`src/rtl/instruction_fetch_unit_pkg.sv`:
```
// ---------------------------------------------------------------------------
// instruction_fetch_unit_pkg
// Shared definitions for the instruction fetch unit and its helpers.
//   fetchState_t      : two-state fetch sequencer encoding (FETCH_REQ, FETCH_ISSUE)
//   DEFAULT_RESET_PC  : program counter value used after reset
// ---------------------------------------------------------------------------
package instruction_fetch_unit_pkg;

   // FETCH_REQ waits on instruction memory, FETCH_ISSUE holds the word
   // in front of the decoder until the CPU reports completion.
   typedef enum logic {
      FETCH_REQ   = 1'b0,
      FETCH_ISSUE = 1'b1
   } fetchState_t;

   localparam logic [31:0] DEFAULT_RESET_PC = 32'h0000_0000;

endpackage

```
`src/rtl/instruction_fetch_unit_next_pc_calc.sv`:
```
// ---------------------------------------------------------------------------
// next_pc_calc
// Purely combinational next program counter selection.
// Ports:
//   pc_plus4    in  32  sequential successor of the current pc
//   instruction in  32  instruction word being executed
//   Da          in  32  register-file read port A (jr target)
//   Branch      in   1  conditional branch
//   Jump        in   1  absolute jump (j/jal)
//   JumpReg     in   1  jump to register (jr)
//   InvZero     in   1  invert the Zero condition (bne)
//   Zero        in   1  ALU zero flag
//   next_pc     out 32  selected next program counter
// ---------------------------------------------------------------------------
module next_pc_calc
   import instruction_fetch_unit_pkg::*;
(
   input  logic [31:0] pc_plus4,
   input  logic [31:0] instruction,
   input  logic [31:0] Da,
   input  logic        Branch,
   input  logic        Jump,
   input  logic        JumpReg,
   input  logic        InvZero,
   input  logic        Zero,
   output logic [31:0] next_pc
);

   logic [31:0] branchOffset;
   logic [31:0] branchTarget;
   logic [31:0] jumpTarget;
   logic [31:0] regTarget;
   logic        branchTaken;

   // The opcode field and the low two bits of the register target never
   // influence the result; they are gathered here so the intent is explicit.
   logic unusedBits;
   assign unusedBits = &{1'b0, Da[1:0], instruction[31:26]};

   // Candidate targets. The branch offset is a signed word count, so it is
   // sign-extended and shifted to a byte offset; the addition wraps mod 2^32.
   // A register target is forced word-aligned by discarding its low bits.
   always_comb begin
      branchOffset = {{14{instruction[15]}}, instruction[15:0], 2'b00};
      branchTarget = pc_plus4 + branchOffset;
      jumpTarget   = {pc_plus4[31:28], instruction[25:0], 2'b00};
      regTarget    = {Da[31:2], 2'b00};
      branchTaken  = Branch & (Zero ^ InvZero);
   end

   // Priority select: jr beats j, j beats a taken branch, otherwise fall
   // through. Several flags at once are legal and simply resolve here.
   always_comb begin
      next_pc = pc_plus4;
      if (JumpReg) begin
         next_pc = regTarget;
      end else if (Jump) begin
         next_pc = jumpTarget;
      end else if (branchTaken) begin
         next_pc = branchTarget;
      end
   end

endmodule

```
`src/rtl/instruction_fetch_unit.sv`:
```
// ---------------------------------------------------------------------------
// instruction_fetch_unit
// Holds the program counter, fetches instruction words over a req/ack
// handshake and presents them to the decoder until execution completes.
// Ports:
//   clk          in   1  system clock, rising edge active
//   reset_n      in   1  synchronous active-low reset
//   imem_req     out  1  fetch request to instruction memory
//   imem_addr    out 32  fetch address (always equals pc)
//   imem_ack     in   1  imem_data is valid this cycle
//   imem_data    in  32  fetched instruction word
//   instruction  out 32  registered instruction word to the decoder
//   instr_valid  out  1  instruction holds the word fetched from pc
//   exec_done    in   1  CPU finished the current instruction
//   Branch/Jump/JumpReg/InvZero in 1 each  decoder control flags
//   Zero         in   1  ALU zero flag
//   Da           in  32  register-file read port A
//   pc           out 32  current program counter
//   pc_plus4     out 32  pc + 4 (jal link value), combinational
// ---------------------------------------------------------------------------
module instruction_fetch_unit
   import instruction_fetch_unit_pkg::*;
#(
   parameter logic [31:0] RESET_PC = DEFAULT_RESET_PC
) (
   input  logic        clk,
   input  logic        reset_n,
   output logic        imem_req,
   output logic [31:0] imem_addr,
   input  logic        imem_ack,
   input  logic [31:0] imem_data,
   output logic [31:0] instruction,
   output logic        instr_valid,
   input  logic        exec_done,
   input  logic        Branch,
   input  logic        Jump,
   input  logic        JumpReg,
   input  logic        InvZero,
   input  logic        Zero,
   input  logic [31:0] Da,
   output logic [31:0] pc,
   output logic [31:0] pc_plus4
);

   fetchState_t fetchState;
   logic [31:0] nextPc;

   // The sequential successor doubles as the jal link value and as the
   // base for branch targets; 32-bit addition wraps naturally.
   assign pc_plus4  = pc + 32'd4;
   assign imem_addr = pc;

   // Request is gated with reset so memory never sees a request while the
   // unit is being reset, even though the state register only updates on
   // the clock edge.
   assign imem_req = reset_n & (fetchState == FETCH_REQ);

   next_pc_calc nextPcCalc (
      .pc_plus4    (pc_plus4),
      .instruction (instruction),
      .Da          (Da),
      .Branch      (Branch),
      .Jump        (Jump),
      .JumpReg     (JumpReg),
      .InvZero     (InvZero),
      .Zero        (Zero),
      .next_pc     (nextPc)
   );

   // Fetch sequencer. In FETCH_REQ the pc is held as the fetch address until
   // memory acknowledges; the word is captured and flagged valid. In
   // FETCH_ISSUE the word and pc stay frozen until the CPU signals completion,
   // at which point the pc advances to the selected target. Acks seen in
   // FETCH_ISSUE and completions seen in FETCH_REQ are ignored. Reset wins
   // over everything, including an ack arriving in the same cycle.
   always_ff @(posedge clk) begin
      if (!reset_n) begin
         fetchState  <= FETCH_REQ;
         pc          <= RESET_PC;
         instruction <= 32'h0000_0000;
         instr_valid <= 1'b0;
      end else begin
         case (fetchState)
            FETCH_REQ: begin
               if (imem_ack) begin
                  instruction <= imem_data;
                  instr_valid <= 1'b1;
                  fetchState  <= FETCH_ISSUE;
               end
            end
            FETCH_ISSUE: begin
               if (exec_done) begin
                  pc          <= nextPc;
                  instr_valid <= 1'b0;
                  fetchState  <= FETCH_REQ;
               end
            end
            default: begin
               fetchState  <= FETCH_REQ;
               instr_valid <= 1'b0;
            end
         endcase
      end
   end

endmodule

```
`config.mk`:
```
export PLATFORM = sky130hd
export DESIGN_NAME = instruction_fetch_unit
export DESIGN_NICKNAME = d
export VERILOG_FILES = /design/src/rtl/instruction_fetch_unit_pkg.sv /design/src/rtl/instruction_fetch_unit_next_pc_calc.sv /design/src/rtl/instruction_fetch_unit.sv
export SDC_FILE = /design/constraint.sdc
export NUM_CORES = 1
export LEC_CHECK = 0
export ABC_AREA = 0
export CORE_MARGIN = 4
export CORE_UTILIZATION = 46
export DETAILED_ROUTE_END_ITERATION = 10
export PLACE_DENSITY = 0.84
export SETUP_SLACK_MARGIN = 0.2
export SYNTH_ARGS = -nofsm -noshare
export SYNTH_HDL_FRONTEND = slang
export SYNTH_SLANG_ARGS = --single-unit
```
`constraint.sdc`:
```
create_clock -name clk -period 3.85 [get_ports clk]
set_clock_uncertainty 0.2 [all_clocks]
set_input_delay 0.9625 -clock clk [delete_from_list [all_inputs] [get_ports clk]]
set_output_delay 0.9625 -clock clk [all_outputs]
set_load 0.1 [all_outputs]
```
# Word-level counts from Yosys, hierarchy flattened

Index checks and enable logic that the tools add are counted.

Output and inout port bits: 130
Latch bits: 0
RAM bits: 0
Word-level logic and storage cells: 24
Memories kept: 0
Input bits: 73
Register bits after elaboration: 66
Memory bits (read-only): 0

Multiply operators: 0
Bitwise logic cells: 4
Shifts and indexed selects: 0
Reductions and logical operators: 3
Multiplexer cells: 9
$add $sub $neg: 2
Equal/unequal tests: 2
Order comparisons: 0
Divide/modulo/power cells: 0

Operators by type and width:

| operator                | count |
|---|---|
| $mux W32                | 3 |
| $add A32 B3 Y32 const B | 1 |
| $add A32 B32 Y32        | 1 |
| $reduce_and A2 Y1       | 3 |
| $mux W1                 | 4 |
| $ne A2 B2 Y1 const B    | 2 |
| $pmux W1 S2             | 2 |
| $and A1 B1 Y1           | 2 |
| $not A1 Y1              | 1 |
| $xor A1 B1 Y1           | 1 |

# Logic depth before layout (Yosys ltp)

Gate-level depths: netlist of the first run.

Depth after elaboration: 5
Gate-level depth with buffers: 16
Depth with buffers taken out: 15

# Modules after synthesis

A second synthesis of the first run with hierarchy kept.

Cell total of the unflattened synthesis: 766
Area total of the unflattened synthesis: 5571.6 µm²

Modules (own cells, without submodules):

| module                 | seq. area each (µm²) | area each (µm²) | instances | cells each |
|---|---|---|---|---|
| instruction_fetch_unit | 1321.3               | 3206.8          | 1         | 396 |
| next_pc_calc           | 0.0                  | 2364.8          | 1         | 370 |

# Least setup slack after synthesis of the first run

Ideal clock, no wire load.

Path kind: reg-to-reg
Start point: register pc[2] (netlist: imem_addr[2])
End point: register pc[29] (netlist: imem_addr[29])
Period minus slack after synthesis: 5.963 ns
Stages on the path, launching flop included: 16
Required time: 3.523 ns
Path slack: -2.113 ns
Buffers on the path: 0
Arrival: 5.636 ns
Setup time: 0.127 ns
Path through: dfxtp_1 > ha_1 > nand4_2 > or2_1 > nor2_1 > nand2_1 > xnor2_1 > ha_1 > a21o_1 > a21o_1 > a21oi_1 > o21ai_0 > a221o_1 > o21ai_1 > mux2i_1 > nand2_1

Cells in the longest elaborated chain, start to end: 5

Ends and longest elaborated chain:

| what                   | line                                      | source |
|---|---|---|
| start, declared        | instruction_fetch_unit.sv:41              | `output logic [31:0] pc,` |
| start signal, assigned | instruction_fetch_unit.sv:93              | `pc <= nextPc;` |
| $add A32 B3 Y32        | instruction_fetch_unit.sv:50              | `assign pc_plus4 = pc + 32'd4;` |
| via pc_plus4[22]       | instruction_fetch_unit.sv:42              | `output logic [31:0] pc_plus4` |
| $add A32 B32 Y32       | instruction_fetch_unit_next_pc_calc.sv:45 | `branchTarget = pc_plus4 + branchOffset;` |
| $mux W32               | instruction_fetch_unit_next_pc_calc.sv:59 | `end else if (branchTaken) begin` |
| $mux W32               | instruction_fetch_unit_next_pc_calc.sv:57 | `end else if (Jump) begin` |
| $mux W32               | instruction_fetch_unit_next_pc_calc.sv:55 | `if (JumpReg) begin` |

The timed path passes the listed nets, and every way through them passes these cells.
A chain may end at the register's enable or synchronous reset.

# Worst setup path after layout of the first run

Start point: register pc[8] (netlist: imem_addr[8])
End point: output port pc_plus4[31]

Cells in the longest elaborated chain, start to end: 1

Ends and longest elaborated chain:

| what            | line |
|---|---|
| $add A32 B3 Y32 | instruction_fetch_unit.sv:50 |
| end, declared   | instruction_fetch_unit.sv:42 |

Every way passes these cells.

==> results of run 1 <==
per-stage QoR:
stage / hold slack [ps] / utilization [%] / setup WS [ps] / cells / setup TNS [ps]
after floorplan: 319 / - / -250 / 759 / -1340
after global placement: 252 / 66.7 / 237 / 1069 / 0
after detailed placement: 266 / 66.7 / 105 / 1069 / 0
after CTS: 273 / 69.6 / 184 / 1087 / 0
after global routing: 305 / 72.1 / 128 / 1101 / 0
final: 266 / 72.1 / 241 / 1101 / 0
state kept, by name, indices dropped and copies added, names as in the netlist:
name / count
imem_addr: 30
instr_valid: 1
fetchState: 1
instruction: 32
synthesized netlist by cell type (6+ instances only):
master / count / area [sq um]
clkbuf_1: 31 / 116
o21a_1: 6 / 45.0
nor2_1: 41 / 154
xnor2_1: 30 / 263
nand4_1: 11 / 68.8
nand2_1: 136 / 510
nor3_1: 9 / 45.0
xor2_1: 19 / 166
o211ai_1: 13 / 97.6
inv_1: 15 / 56.3
dfxtp_1: 64 / 1280
a21o_1: 21 / 158
a31oi_1: 7 / 43.8
a21boi_0: 34 / 255
a21oi_1: 43 / 215
buf_4: 37 / 278
ha_1: 36 / 450
o211a_1: 6 / 60.1
o21ai_0: 46 / 230
nand3_1: 29 / 145
where the power goes:
part	switching, uW	internal [uW]
clock	293	492
combinational	828	330
sequential	77.4	697
total	1200	1520
cell families after synthesis:
family | share of synthesized area, %
flops | 22.5
mux | 0.527
xor+xnor | 8.38
simple gates | 22.5
buf+inv | 8.56
fa+ha+maj | 8.25
compound gates | 29.3
other cells | 0.0658
worst max path at each step:
stage	cells past startpoint	from	slack, ps	end
after floorplan	13	imem_addr[2]	-250	imem_addr[27]
after global placement	15	imem_addr[2]	240	imem_addr[31]
after detailed placement	15	imem_addr[11]	110	imem_addr[30]
after CTS	15	imem_addr[11]	180	imem_addr[30]
after global routing	14	imem_addr[2]	130	imem_addr[17]
final	6	imem_addr[8]	240	pc_plus4[31]
tightest hold or removal path: cells and delay by family, from the launching register on:
family	cells	cell delay (ps)
AO/OA/AOI/OAI	1	60
flip-flops	1	300
AND/OR/NAND/NOR	1	50
repair_timing:
action                     in CTS  in global routing
buffers inserted                2                 14
gates resized for setup         6                 34
setup endpoints to repair       4                 14
cloned                          0                  0
pin swaps                       3                 19
layer usage:
layer / share of wire [%] / routed length, microns
met2: 46 / 10100
met5: 0 / 0
met1: 42 / 9290
met4: 2.2 / 486
met3: 10 / 2280
final cells by class:
class / instances / area [sq um] / share of cell area [%]
clock inverter: 4 / 25.0 / 0.288
tap: 168 / 210 / 2.42
timing repair buffer: 232 / 2120 / 24.4
inverter: 15 / 56.3 / 0.648
multi-input combinational: 606 / 4660 / 53.6
clock buffer: 12 / 268 / 3.08
sequential: 64 / 1360 / 15.6
==> flow_summary_export.csv, run 1 <==
group,metric,value,unit
finish,final_common_cell,"buf_4",
hold_path,worst_hold_path_type,"reg -> reg",
run_status,status,"complete, no violations",
timing,hold_viol,0,
logic_synthesis,synth-edff-count,0,
logic_synthesis,yosysSeqAreaShare,22.5,%
setup_path,crit_type,"reg -> out",
pwr,p_leak,0.00382,uW
timing,worst_pin_slew,972,ps
global_routing,grt-busiest-layer,"met2",
logic_synthesis,synth_seq_cells,64,
setup_path,r2r_end,"imem_addr[31]",
clock_tree,clk_latency,330,ps
global_routing,grtUsageTotal,29.7,%
logic_synthesis,synth_async_sr_flop_share,0,%
setup_path,critPathMaxFanout,7,
placed_design,gp_congestion,0.991,
floorplan,placementRows,40,
global_routing,grt_remaining_overflow,0,
setup_path,start_kind,"flip-flop",
clock_tree,cts_made_buffers,9,
setup_path,critPathCaptureType,"output port",
timing,rsz0062_at_grt,"true",
hold_path,worst_hold_path.num_cells,2,
global_routing,grt_pass1_wl,33600,microns
setup_path,required,2690,ps
floorplan,io_pins,203,
setup_path,slowest_stage,"or3_4",
setup_path,r2r-start,"imem_addr[2]",
route,antenna_left,0,
global_routing,grt_start_max_net_pins,37,
route,drt_iter0_drc,725,
route,dr.pass1.iters,6,
floorplan,dieArea,0.0142,sq mm
global_routing,grtUsageMet3,6.36,%
floorplan,fp.dieW,119,microns
setup_path,cp_slowest_stage_delay,460,ps
logic_synthesis,synth.cell_area,0.00570,sq mm
timing,finalSetupViolations,0,
finish,fin_area,0.00869,sq mm
hold_path,holdCritStartpoint,"instruction[29]",
timing,timing.final.crit_share,93.7,%
clock_tree,clockBufferDepth,2,
logic_synthesis,avgSynthCellArea,7.56,sq um
route,wl_per_cell,20.1,microns
floorplan,initial_utilization,47.3,%
logic_synthesis,synth_cells,754,
floorplan,core,0.0121,sq mm
finish,final_cell_mix,"143 x buf_4, 134 x nand2_1, 72 x clkdlybuf4s50_1",
setup_path,ff2ff_setup_slack,260,ps
global_routing,antenna_found_initial,0,
placed_design,hpwl,17200,microns
setup_path,cp_top_family,"simple AND/OR/NAND/NOR gates",
global_routing,grt_pass1_vias,6071,
logic_synthesis,synthDistinctLibCells,84,
setup_path,ff2ff_path_depth,17,
clock_tree,clock_tree.htree_level_count,3,
clock_tree,path_clk_slew,50,ps
setup_path,path_buf_inv,1,
floorplan,die_h,119,microns
finish,area_growth,52.5,%
finish,fin_nets,1038,
finish,fill_cells,925,
pwr,irDropWorstVdd,0.000346,V
setup_path,path_cells,"nand4_2 -> or3_4 -> nor3_4 -> and4_4 -> xor2_4 -> buf_12",
pwr,p_total,2720,uW
clock_tree,cts_tree,"built",
finish,drive_gt1_share,31.9,%
finish,num_antenna_cells,0,
logic_synthesis,ys.flop_type,"dfxtp_1",
pwr,powerDensity,313,mW/mm^2
timing,fmax,277,MHz
route,drc,0,
route,dr_total_vias,6533,
clock_tree,root_buffer,"clkbuf_16",
route,vias_per_cell,5.93,
hold_path,min_to,"instruction[29]",
placed_design,placedInstanceArea,0.00805,sq mm
timing,slew_headroom,35.0,%
setup_path,cp.arrival,2450,ps
global_routing,use_met1,41.1,%
route,wirelength,22100,microns
timing,fin_crit,3610,ps
global_routing,grtUsageMet2,46.4,%
clock_tree,cts_sinks,64,
timing,slew_viol_final,0,
clock_tree,cts_hold_buf,0,
logic_synthesis,yosysWarnings,0,
job,drv_cap,0,
placed_design,place.port_buffers,194,
Note: power is estimated with default switching activity, not from simulation.
==> run 2: changes to the inputs <==
SKIP_CTS_REPAIR_TIMING = 1   (was not set)
==> run 2 against run 1 <==
  * Flip-flop and latch count unchanged
  * Via count up 1.6%
  * Combinational power about the same
  * Sequential power about the same
  * Sequential share of layout area down 0.22 points
  * Power up 0.68%
  * Largest cell class unchanged
  * Highest routed layer unchanged
==> flow_summary_export.csv, run 2 (synthesized netlist as in run 1, its figures left out) <==
group,metric,value,unit
pwr,p_leak,0.00387,uW
finish,drive_gt1_share,34.1,%
finish,layout.cells.non_filler,1107,
job,drv_cap,0,
clock_tree,clockBufferDepth,2,
finish,multiInputGateArea,0.00475,sq mm
floorplan,placementRows,40,
pwr,powerDensity,310,mW/mm^2
route,dr_total_vias,6638,
pwr,p_comb_share,43.0,%
setup_path,start_kind,"flip-flop",
pwr,irDropWorstVdd,0.000348,V
clock_tree,clk_latency,330,ps
setup_path,crit_type,"reg -> reg",
finish,final_cell_mix,"150 x buf_4, 134 x nand2_1, 72 x clkdlybuf4s50_1",
pwr,p_int,1530,uW
floorplan,core,0.0121,sq mm
finish,utilization,73.1,%
pwr,switching_share,44.2,%
floorplan,fp.dieW,119,microns
timing,hold_viol,0,
timing,slew_viol_final,0,
floorplan,io_pins,203,
clock_tree,cts_sinks,64,
clock_tree,path_clk_slew,60,ps
route,wl_per_cell,20.5,microns
finish,final_common_cell,"buf_4",
route,drt_iter0_drc,834,
floorplan,initial_utilization,47.3,%
clock_tree,cts_made_buffers,9,
pwr,p_total,2740,uW
placed_design,gp_congestion,0.991,
global_routing,antenna_found_initial,0,
timing,worst_pin_slew,972,ps
setup_path,critPathMaxFanout,8,
clock_tree,clock_tree.htree_level_count,3,
route,antenna_left,0,
route,vias_per_cell,6.00,
hold_path,holdCritStartpoint,"instruction[29]",
finish,seqCellArea,0.00136,sq mm
clock_tree,root_buffer,"clkbuf_16",
setup_path,worstSetupStartpoint,"imem_addr[2]",
setup_path,r2r-start,"imem_addr[2]",
floorplan,dieArea,0.0142,sq mm
placed_design,placed_cells,1069,
global_routing,grt_remaining_overflow,0,
timing,fmax,276,MHz
clock_tree,cts_tree,"built",
finish,num_antenna_cells,0,
finish,area_growth,54.6,%
pwr,power.switching,1210,uW
route,drc,0,
global_routing,grt_pass1_wl,33300,microns
timing,fin_crit,3620,ps
placed_design,hpwl,17200,microns
finish,fin_nets,1044,
pwr,seqPwrFrac,28.3,%
pwr,clock_power_share,28.8,%
timing,slew_headroom,35.0,%
setup_path,required,3920,ps
global_routing,grt_pass1_vias,6034,
setup_path,critPathCaptureType,"flip-flop",
setup_path,cp.arrival,3700,ps
placed_design,place.port_buffers,194,
global_routing,grt_start_max_net_pins,37,
floorplan,die_h,119,microns
timing,finalSetupViolations,0,
run_status,status,"complete, no violations",
timing,timing.final.crit_share,94.1,%
hold_path,worst_hold_path_type,"reg -> reg",
route,wirelength,22700,microns
route,dr.pass1.iters,5,
timing,rsz0062_at_grt,"true",
finish,largest_register,"instruction",
finish,largest_reg_flops,32,
global_routing,grtUsageTotal,29.4,%
finish,fill_cells,913,
## run 2: routing by layer
metal / wire length (microns) / track usage (%) / up-vias
met2: 10200 / 46.0 / 413
met1: 9480 / 40.6 / 3121
met5: 0 / 0 / -
met4: 620 / 8.52 / 0
met3: 2390 / 6.65 / 61
li1: - / - / 3043
## run 2: final cells by class
cell class	instances	share of cell area, %
clock buffers	12	3.04
clock inverters	4	0.284
inverters	15	0.639
multi-input cells	606	53.9
flip-flops and latches	64	15.4
well taps	168	2.38
repair buffers	238	24.4
## run 2: through the flow
| stage | hold slack, ps | cell area (sq um) | setup TNS [ps] | setup WS, ps |
|---|---|---|---|---|
| after floorplan | 319 | 6310 | -1340 | -250 |
| after CTS | 273 | 8340 | 0 | 80.8 |
| after detailed placement | 266 | 8050 | 0 | 105 |
| after global routing | 305 | 8820 | 0 | 139 |
| final | 267 | 8820 | 0 | 225 |
| after global placement | 252 | 8050 | 0 | 237 |
## run 2: critical path, stage by stage (launching register included)
cell and delay (ps):
dfxtp_4 400, ha_4 180, nand4_4 140, or2_4 300
nor3_4 250, buf_12 160, nand3_2 120, xnor2_4 170
buf_12 140, ha_4 260, a21oi_4 180, o21ai_4 100
buf_4 140, mux2i_1 230, o221ai_1 210, a211oi_1 230
a22o_1 150
## run 2: final timing paths
| kind | slack [ps] | cells after the start | end |
|---|---|---|---|
| worst max-delay path | 230 | 16 | imem_addr[27] |
| worst min-delay path | 270 | 2 | instruction[29] |
| worst max register to register | 230 | 16 | imem_addr[27] |
| worst min register to register | 270 | 2 | instruction[29] |
## run 2: power by group through the flow
stage          clock network [uW]  registers [uW]  logic, uW
3_3_place_gp                    0             783       1110
4_1_cts                       792             772       1120
3_5_place_dp                    0             786       1120
6_report                      787             774       1180
2_1_floorplan                   0            1030        580
5_1_grt                       822             778       1220
